===== config.mk =====
export PLATFORM = sky130hd
export DESIGN_NAME = ttt_turn_controller
export DESIGN_NICKNAME = d
export VERILOG_FILES = /design/src/rtl/ttt_pkg.sv /design/src/rtl/ttt_line_judge.sv /design/src/rtl/ttt_turn_controller.sv
export SDC_FILE = /design/constraint.sdc
export NUM_CORES = 1
export LEC_CHECK = 0
export ABC_AREA = 1
export BUFFER_PORTS_ARGS = -buffer_cell sky130_fd_sc_hd__buf_4
export CORE_MARGIN = 2
export CORE_UTILIZATION = 51
export DETAILED_ROUTE_END_ITERATION = 10
export HOLD_SLACK_MARGIN = 0.1
export PLACE_DENSITY = 0.75
export SYNTH_ARGS = -nofsm -noshare
export SYNTH_HDL_FRONTEND = slang
export SYNTH_HIERARCHICAL = 1
export SYNTH_SLANG_ARGS = --single-unit

===== constraint.sdc =====
create_clock -name CLK -period 1.9 [get_ports CLK]
set_input_delay 0 -clock CLK [delete_from_list [all_inputs] [get_ports CLK]]
set_output_delay 0 -clock CLK [all_outputs]
set_load 0.1 [all_outputs]

===== src/rtl/ttt_pkg.sv =====
// ttt_pkg: shared cell encoding, game_state codes and winning-line masks
package ttt_pkg;
    localparam logic [1:0] CELL_EMPTY = 2'b00;
    localparam logic [1:0] CELL_HUMAN = 2'b01;
    localparam logic [1:0] CELL_CPU   = 2'b10;

    localparam logic [2:0] GS_SELECT = 3'd0;
    localparam logic [2:0] GS_PLAY   = 3'd1;
    localparam logic [2:0] GS_WIN    = 3'd2;
    localparam logic [2:0] GS_LOSE   = 3'd3;
    localparam logic [2:0] GS_DRAW   = 3'd4;

    // Cell masks per line: rows 0-2, columns 3-5, diagonal 6, anti-diagonal 7
    localparam logic [8:0] LINE_MASK [8] = '{
        9'h007, 9'h038, 9'h1C0,
        9'h049, 9'h092, 9'h124,
        9'h111, 9'h054
    };
endpackage


===== src/rtl/ttt_line_judge.sv =====
// ttt_line_judge: combinational line/full detector for a 3x3 board
module ttt_line_judge
    import ttt_pkg::*;
(
    input  logic [17:0] board,
    output logic        human_win,
    output logic        cpu_win,
    output logic [7:0]  win_line,
    output logic        full
);
    logic [8:0] h;
    logic [8:0] c;
    logic [7:0] hl;
    logic [7:0] cl;

    // Split the board into per-player occupancy and test every line mask
    always_comb begin
        h  = '0;
        c  = '0;
        hl = '0;
        cl = '0;
        for (int i = 0; i < 9; i++) begin
            h[i] = board[2*i +: 2] == CELL_HUMAN;
            c[i] = board[2*i +: 2] == CELL_CPU;
        end
        for (int l = 0; l < 8; l++) begin
            hl[l] = (h & LINE_MASK[l]) == LINE_MASK[l];
            cl[l] = (c & LINE_MASK[l]) == LINE_MASK[l];
        end
        human_win = |hl;
        cpu_win   = |cl;
        win_line  = hl | cl;
        full      = &(h | c);
    end
endmodule


===== src/rtl/ttt_turn_controller.sv =====
// ttt_turn_controller: board owner and turn sequencer; TTT_CPU_TIMEOUT_EN enables CPU move fallback
module ttt_turn_controller
    import ttt_pkg::*;
#(
    parameter int CPU_TIMEOUT = 1024
) (
    input  logic        CLK,
    input  logic        RST,
    input  logic [8:0]  board_but,
    input  logic        cpu_ack,
    input  logic [3:0]  cpu_move,
    output logic        cpu_req,
    output logic [17:0] board,
    output logic [2:0]  game_state,
    output logic        player_turn,
    output logic [3:0]  move_count,
    output logic [7:0]  win_line,
    output logic        cpu_err
);
    localparam logic [2:0] ST_SELECT   = 3'd0;
    localparam logic [2:0] ST_HUMAN    = 3'd1;
    localparam logic [2:0] ST_CPU_WAIT = 3'd2;
    localparam logic [2:0] ST_APPLY    = 3'd3;
    localparam logic [2:0] ST_JUDGE    = 3'd4;
    localparam logic [2:0] ST_DONE     = 3'd5;

    logic [8:0]  s1_q, s1_d, s2_q, s2_d, s3_q, s3_d;
    logic [3:0]  rnd_q, rnd_d, mv_q, mv_d, mc_q, mc_d;
    logic [2:0]  st_q, st_d, gs_q, gs_d;
    logic [17:0] board_q, board_d;
    logic [7:0]  wl_q, wl_d;
    logic        turn_q, turn_d, err_q, err_d;
    logic [8:0]  pulse, occ9;
    logic [15:0] occ;
    logic        cpu_ok, hfound;
    logic [3:0]  hpick;
    logic        human_win, cpu_win, full;
    logic [7:0]  judge_line;
`ifdef TTT_CPU_TIMEOUT_EN
    localparam int TW = CPU_TIMEOUT > 1 ? $clog2(CPU_TIMEOUT) : 1;
    logic [TW-1:0] tmo_q, tmo_d;
    logic [3:0]    fb_cell;
    int            j;
`endif

    ttt_line_judge u_judge (
        .board     (board_q),
        .human_win (human_win),
        .cpu_win   (cpu_win),
        .win_line  (judge_line),
        .full      (full)
    );

    // Press edges, cell occupancy, move validity and the human cell pick
    always_comb begin
        pulse  = s3_q & ~s2_q;
        occ9   = '0;
        hfound = 1'b0;
        hpick  = '0;
        for (int i = 0; i < 9; i++) occ9[i] = |board_q[2*i +: 2];
        occ    = {7'h7f, occ9};
        cpu_ok = !occ[cpu_move];
        for (int i = 8; i >= 0; i--) begin
            if (pulse[i] && !occ9[i]) begin
                hfound = 1'b1;
                hpick  = 4'(i);
            end
        end
`ifdef TTT_CPU_TIMEOUT_EN
        fb_cell = '0;
        j       = 0;
        for (int k = 8; k >= 0; k--) begin
            j = (int'(rnd_q) + k) % 9;
            if (!occ9[j]) fb_cell = 4'(j);
        end
`endif
    end

    // Game FSM: selection, move capture, board write, judging and end of game
    always_comb begin
        s1_d    = board_but;
        s2_d    = s1_q;
        s3_d    = s2_q;
        rnd_d   = rnd_q == 4'd8 ? 4'd0 : rnd_q + 4'd1;
        st_d    = st_q;
        gs_d    = gs_q;
        board_d = board_q;
        wl_d    = wl_q;
        turn_d  = turn_q;
        mc_d    = mc_q;
        mv_d    = mv_q;
        err_d   = 1'b0;
`ifdef TTT_CPU_TIMEOUT_EN
        tmo_d   = '0;
`endif
        case (st_q)
            ST_SELECT: if (pulse[0] || pulse[2]) begin
                board_d = '0;
                gs_d    = GS_PLAY;
                turn_d  = !pulse[0];
                st_d    = pulse[0] ? ST_HUMAN : ST_CPU_WAIT;
            end
            ST_HUMAN: if (hfound) begin
                mv_d = hpick;
                st_d = ST_APPLY;
            end
            ST_CPU_WAIT: begin
                err_d = cpu_ack && !cpu_ok;
                if (cpu_ack && cpu_ok) begin
                    mv_d = cpu_move;
                    st_d = ST_APPLY;
                end
`ifdef TTT_CPU_TIMEOUT_EN
                else if (tmo_q == TW'(CPU_TIMEOUT - 1)) begin
                    mv_d = fb_cell;
                    st_d = ST_APPLY;
                end else tmo_d = tmo_q + 1'b1;
`endif
            end
            ST_APPLY: begin
                for (int i = 0; i < 9; i++)
                    if (mv_q == 4'(i)) board_d[2*i +: 2] = turn_q ? CELL_CPU : CELL_HUMAN;
                mc_d   = mc_q + 4'd1;
                turn_d = !turn_q;
                st_d   = ST_JUDGE;
            end
            ST_JUDGE: begin
                if (human_win || cpu_win) begin
                    st_d = ST_DONE;
                    wl_d = judge_line;
                    gs_d = human_win ? GS_WIN : GS_LOSE;
                end else if (full) begin
                    st_d = ST_DONE;
                    gs_d = GS_DRAW;
                end else st_d = turn_q ? ST_CPU_WAIT : ST_HUMAN;
            end
            ST_DONE: if (|pulse) begin
                st_d   = ST_SELECT;
                gs_d   = GS_SELECT;
                wl_d   = '0;
                mc_d   = '0;
                turn_d = 1'b0;
            end
            default: st_d = ST_SELECT;
        endcase
    end

    // State registers; button synchronisers reset to the released level
    always_ff @(posedge CLK) begin
        if (!RST) begin
            s1_q    <= '1;
            s2_q    <= '1;
            s3_q    <= '1;
            rnd_q   <= '0;
            st_q    <= ST_SELECT;
            gs_q    <= GS_SELECT;
            board_q <= '0;
            wl_q    <= '0;
            turn_q  <= 1'b0;
            mc_q    <= '0;
            mv_q    <= '0;
            err_q   <= 1'b0;
`ifdef TTT_CPU_TIMEOUT_EN
            tmo_q   <= '0;
`endif
        end else begin
            s1_q    <= s1_d;
            s2_q    <= s2_d;
            s3_q    <= s3_d;
            rnd_q   <= rnd_d;
            st_q    <= st_d;
            gs_q    <= gs_d;
            board_q <= board_d;
            wl_q    <= wl_d;
            turn_q  <= turn_d;
            mc_q    <= mc_d;
            mv_q    <= mv_d;
            err_q   <= err_d;
`ifdef TTT_CPU_TIMEOUT_EN
            tmo_q   <= tmo_d;
`endif
        end
    end

    assign cpu_req     = st_q == ST_CPU_WAIT;
    assign board       = board_q;
    assign game_state  = gs_q;
    assign player_turn = turn_q;
    assign move_count  = mc_q;
    assign win_line    = wl_q;
    assign cpu_err     = err_q;
endmodule

==> reports/metrics.cfg <==
[placed_design]
dpl.hpwl_um = 6510
gp_congestion = 1.03
portBuffers = 51
place_ws_ns = -0.0237
placed_cells_incl_taps = 635

[job]
max_cap_viol_count = 0

[timing]
finClkSkew_ns = 0.0110
fin_ws_ns = -0.0412
rsz0062_at_grt = true
fin_crit_sh = 1.02
drv_slew = 0
tns_ns = -0.0810
final_hold_viol_count = 0
whs_ns = 0.111
fmax_ghz = 0.515
relSlewSlack = 0.719
min_period_ns = 1.94
tightest_slew_ns = 0.421
setup-violations-final = 2

[clock_network]
path_clk_slew_ns = 0.08
clkLatencyLatePin_ns = 0.34
cts_buffers = 9
cts_root_buf = clkbuf_8
clockBufferDepth = 2
htreeDepth = 3
cts.sinks = 69
cts_tree = done

[power]
ir_drop_mv = 0.728
power.total_uw = 6560
power.density_nw_per_um2 = 1320
p_leak_uw = 0.00234

[synth]
ys_warn_count = 6
synth_edf_count = 0
synth_top_area_cell = dfxtp_1
yosysSeqAreaShare = 0.391
ys_ff_latch = 69
synth_cell_types = 34
yosys-top-cells-count = nand2_1 (111), dfxtp_1 (69), nor2_1 (63), inv_1 (61), nand3_1 (43)
synth_top_area_share = 0.391
synth_area_per_cell_um2 = 6.97
async_reset_ff_frac = 0
yosysMostFrequentCell = nand2_1
synth_area_um2 = 3540
synth.net_count = 542
synth_cells = 507
synth_top_flop_cell = dfxtp_1
synthTopCellsByArea = dfxtp_1 (39%), nand2_1 (12%), ha_1 (6.7%)

[route]
viasPerCell = 5.18
drt-total-wl_um = 9240
wire_per_inst_um = 13.6
vias = 3508
dr.first_iter.drc_count = 208
dr.pass1.iters = 4
ant_nets = 0
post-route-drc-count = 0

[grt]
grt_antenna_before_repair = 0
gr-total-overflow = 0
grt.total_usage = 0.241
grt_max_degree = 32
first_global_vias = 3162
grt_pass1_wl_um = 14200

[cells_and_area]
fill_cells = 529
drive_above_1_share = 0.375
syn2layout_area_growth_pct = 40.3
final_nets = 627
num_antenna_cells = 0
finalNonFillerCells = 677

[floorplanning]
die_area_um2 = 7620
die_y_um = 87.3
rows = 30
fp.dieW_um = 87.3
io_pins = 52
initial_core_util = 0.523
core_um2 = 6760

[worst_setup_path]
worstSetupStartpointType = register
cp_max_fo = 4
critPathKind = register to register
arrival_ns = 2.23
end_kind = register
critPathRequiredTime_ns = 2.19

[outcome]
violations = setup timing
status = finished, violations left

[worst_hold_path]
worst_hold_path_type = input pin to register

==> stage by stage <==
stage	instance area [µm²]	util
floorplan	3820	-
global placement	4310	0.638
detailed placement	4310	0.638
CTS	4690	0.694
global route	4960	0.734
finish	4960	0.734
==> critical path, stage by stage (launching register included) <==
cell and delay, ns:
dfxtp_4 0.39, inv_2 0.04, ha_2 0.21, nand3_2 0.08
nand2_1 0.07, nor2_2 0.08, nand2_1 0.08, or2_4 0.28
nor2_4 0.11, nand2_2 0.06, inv_2 0.06, a21oi_2 0.05
o31ai_2 0.24, nand2_1 0.07, inv_1 0.05
==> worst paths after layout <==
check | from | to | slack (ns) | cells after the start
worst max-delay path | board[6]$_SDFFE_PN0P_ | st_q[1]$_SDFFE_PN0P_ | -0.04 | 14
worst min-delay path | RST | s3_q[2]$_SDFF_PN1_ | 0.11 | 3
worst max register to register | board[6]$_SDFFE_PN0P_ | st_q[1]$_SDFFE_PN0P_ | -0.04 | 14
worst min register to register | s1_q[5]$_SDFF_PN1_ | s2_q[5]$_SDFF_PN1_ | 0.41 | 1
==> registers in the layout, indices dropped and copies added (netlist names) <==
name,count
move_count,4
player_turn,1
s1_q,9
s2_q,9
cpu_err,1
s3_q,9
game_state,3
mv_q,4
board,18
win_line,8
st_q,3
==> metal layers <==
| layer | share of wire | vias to the layer above | GRT usage |
|---|---|---|---|
| met5 | 0 | - | 0 |
| met4 | 0.032 | 0 | 0.126 |
| met3 | 0.040 | 26 | 0.0341 |
| met2 | 0.52 | 102 | 0.426 |
| met1 | 0.41 | 1600 | 0.279 |
| li1 | - | 1780 | - |
==> cell type report <==
cell class / instances / area (µm²) / share of cell area
tap: 80 / 100 / 0.0202
multi-input combinational: 356 / 2220 / 0.448
clock inverter: 5 / 80.1 / 0.0161
clock buffer: 11 / 151 / 0.0305
inverter: 73 / 283 / 0.0570
timing repair buffer: 83 / 674 / 0.136
sequential: 69 / 1450 / 0.292
==> cells in the final DEF, fill, tap and decap left out, types with 3 or more instances in the layout <==
master,netlist,final
nand4_1,5,5
ha_4,0,17
buf_4,0,67
a21oi_1,33,31
o21ai_1,4,4
nand2_1,111,105
nand2_4,3,3
clkbuf_8,0,11
nand3_4,0,3
inv_2,9,27
nand3_2,2,15
inv_4,2,4
or2_2,21,20
dfxtp_4,0,18
nand2_2,7,13
nand3_1,43,27
nor2_1,63,55
o21ai_0,26,26
dlygate4sd3_1,0,14
inv_1,61,42
dfxtp_1,69,51
nor2_2,1,8
==> repair_timing <==
item,CTS,global route
pin swaps,0,20
hold endpoints to repair,13,0
endpoints found under the setup margin,3,13
setup buffers,0,12
hold buffers,14,0
gates resized for setup,1,34
==> kinds of logic (layout without fill, tap and decap cells) <==
kind of cell | Yosys count | after routing | share of synthesized area
AOI/OAI and AO/OA | 70 | 70 | 0.105
xor gates and xnor gates | 2 | 2 | 0.00495
adders and majority gates | 19 | 19 | 0.0672
buffers and inverters | 82 | 172 | 0.0924
DFF | 69 | 69 | 0.391
and+or+nand+nor | 265 | 265 | 0.340
==> report_power, final <==
part	switching [µW]	internal, µW	total, µW	leakage [µW]
clock network	558	814	1370	0.000120
logic	2270	981	3250	0.00165
registers	251	1680	1930	0.000578
total	3080	3480	6560	0.00234
(Power assumes the default switching activity.)
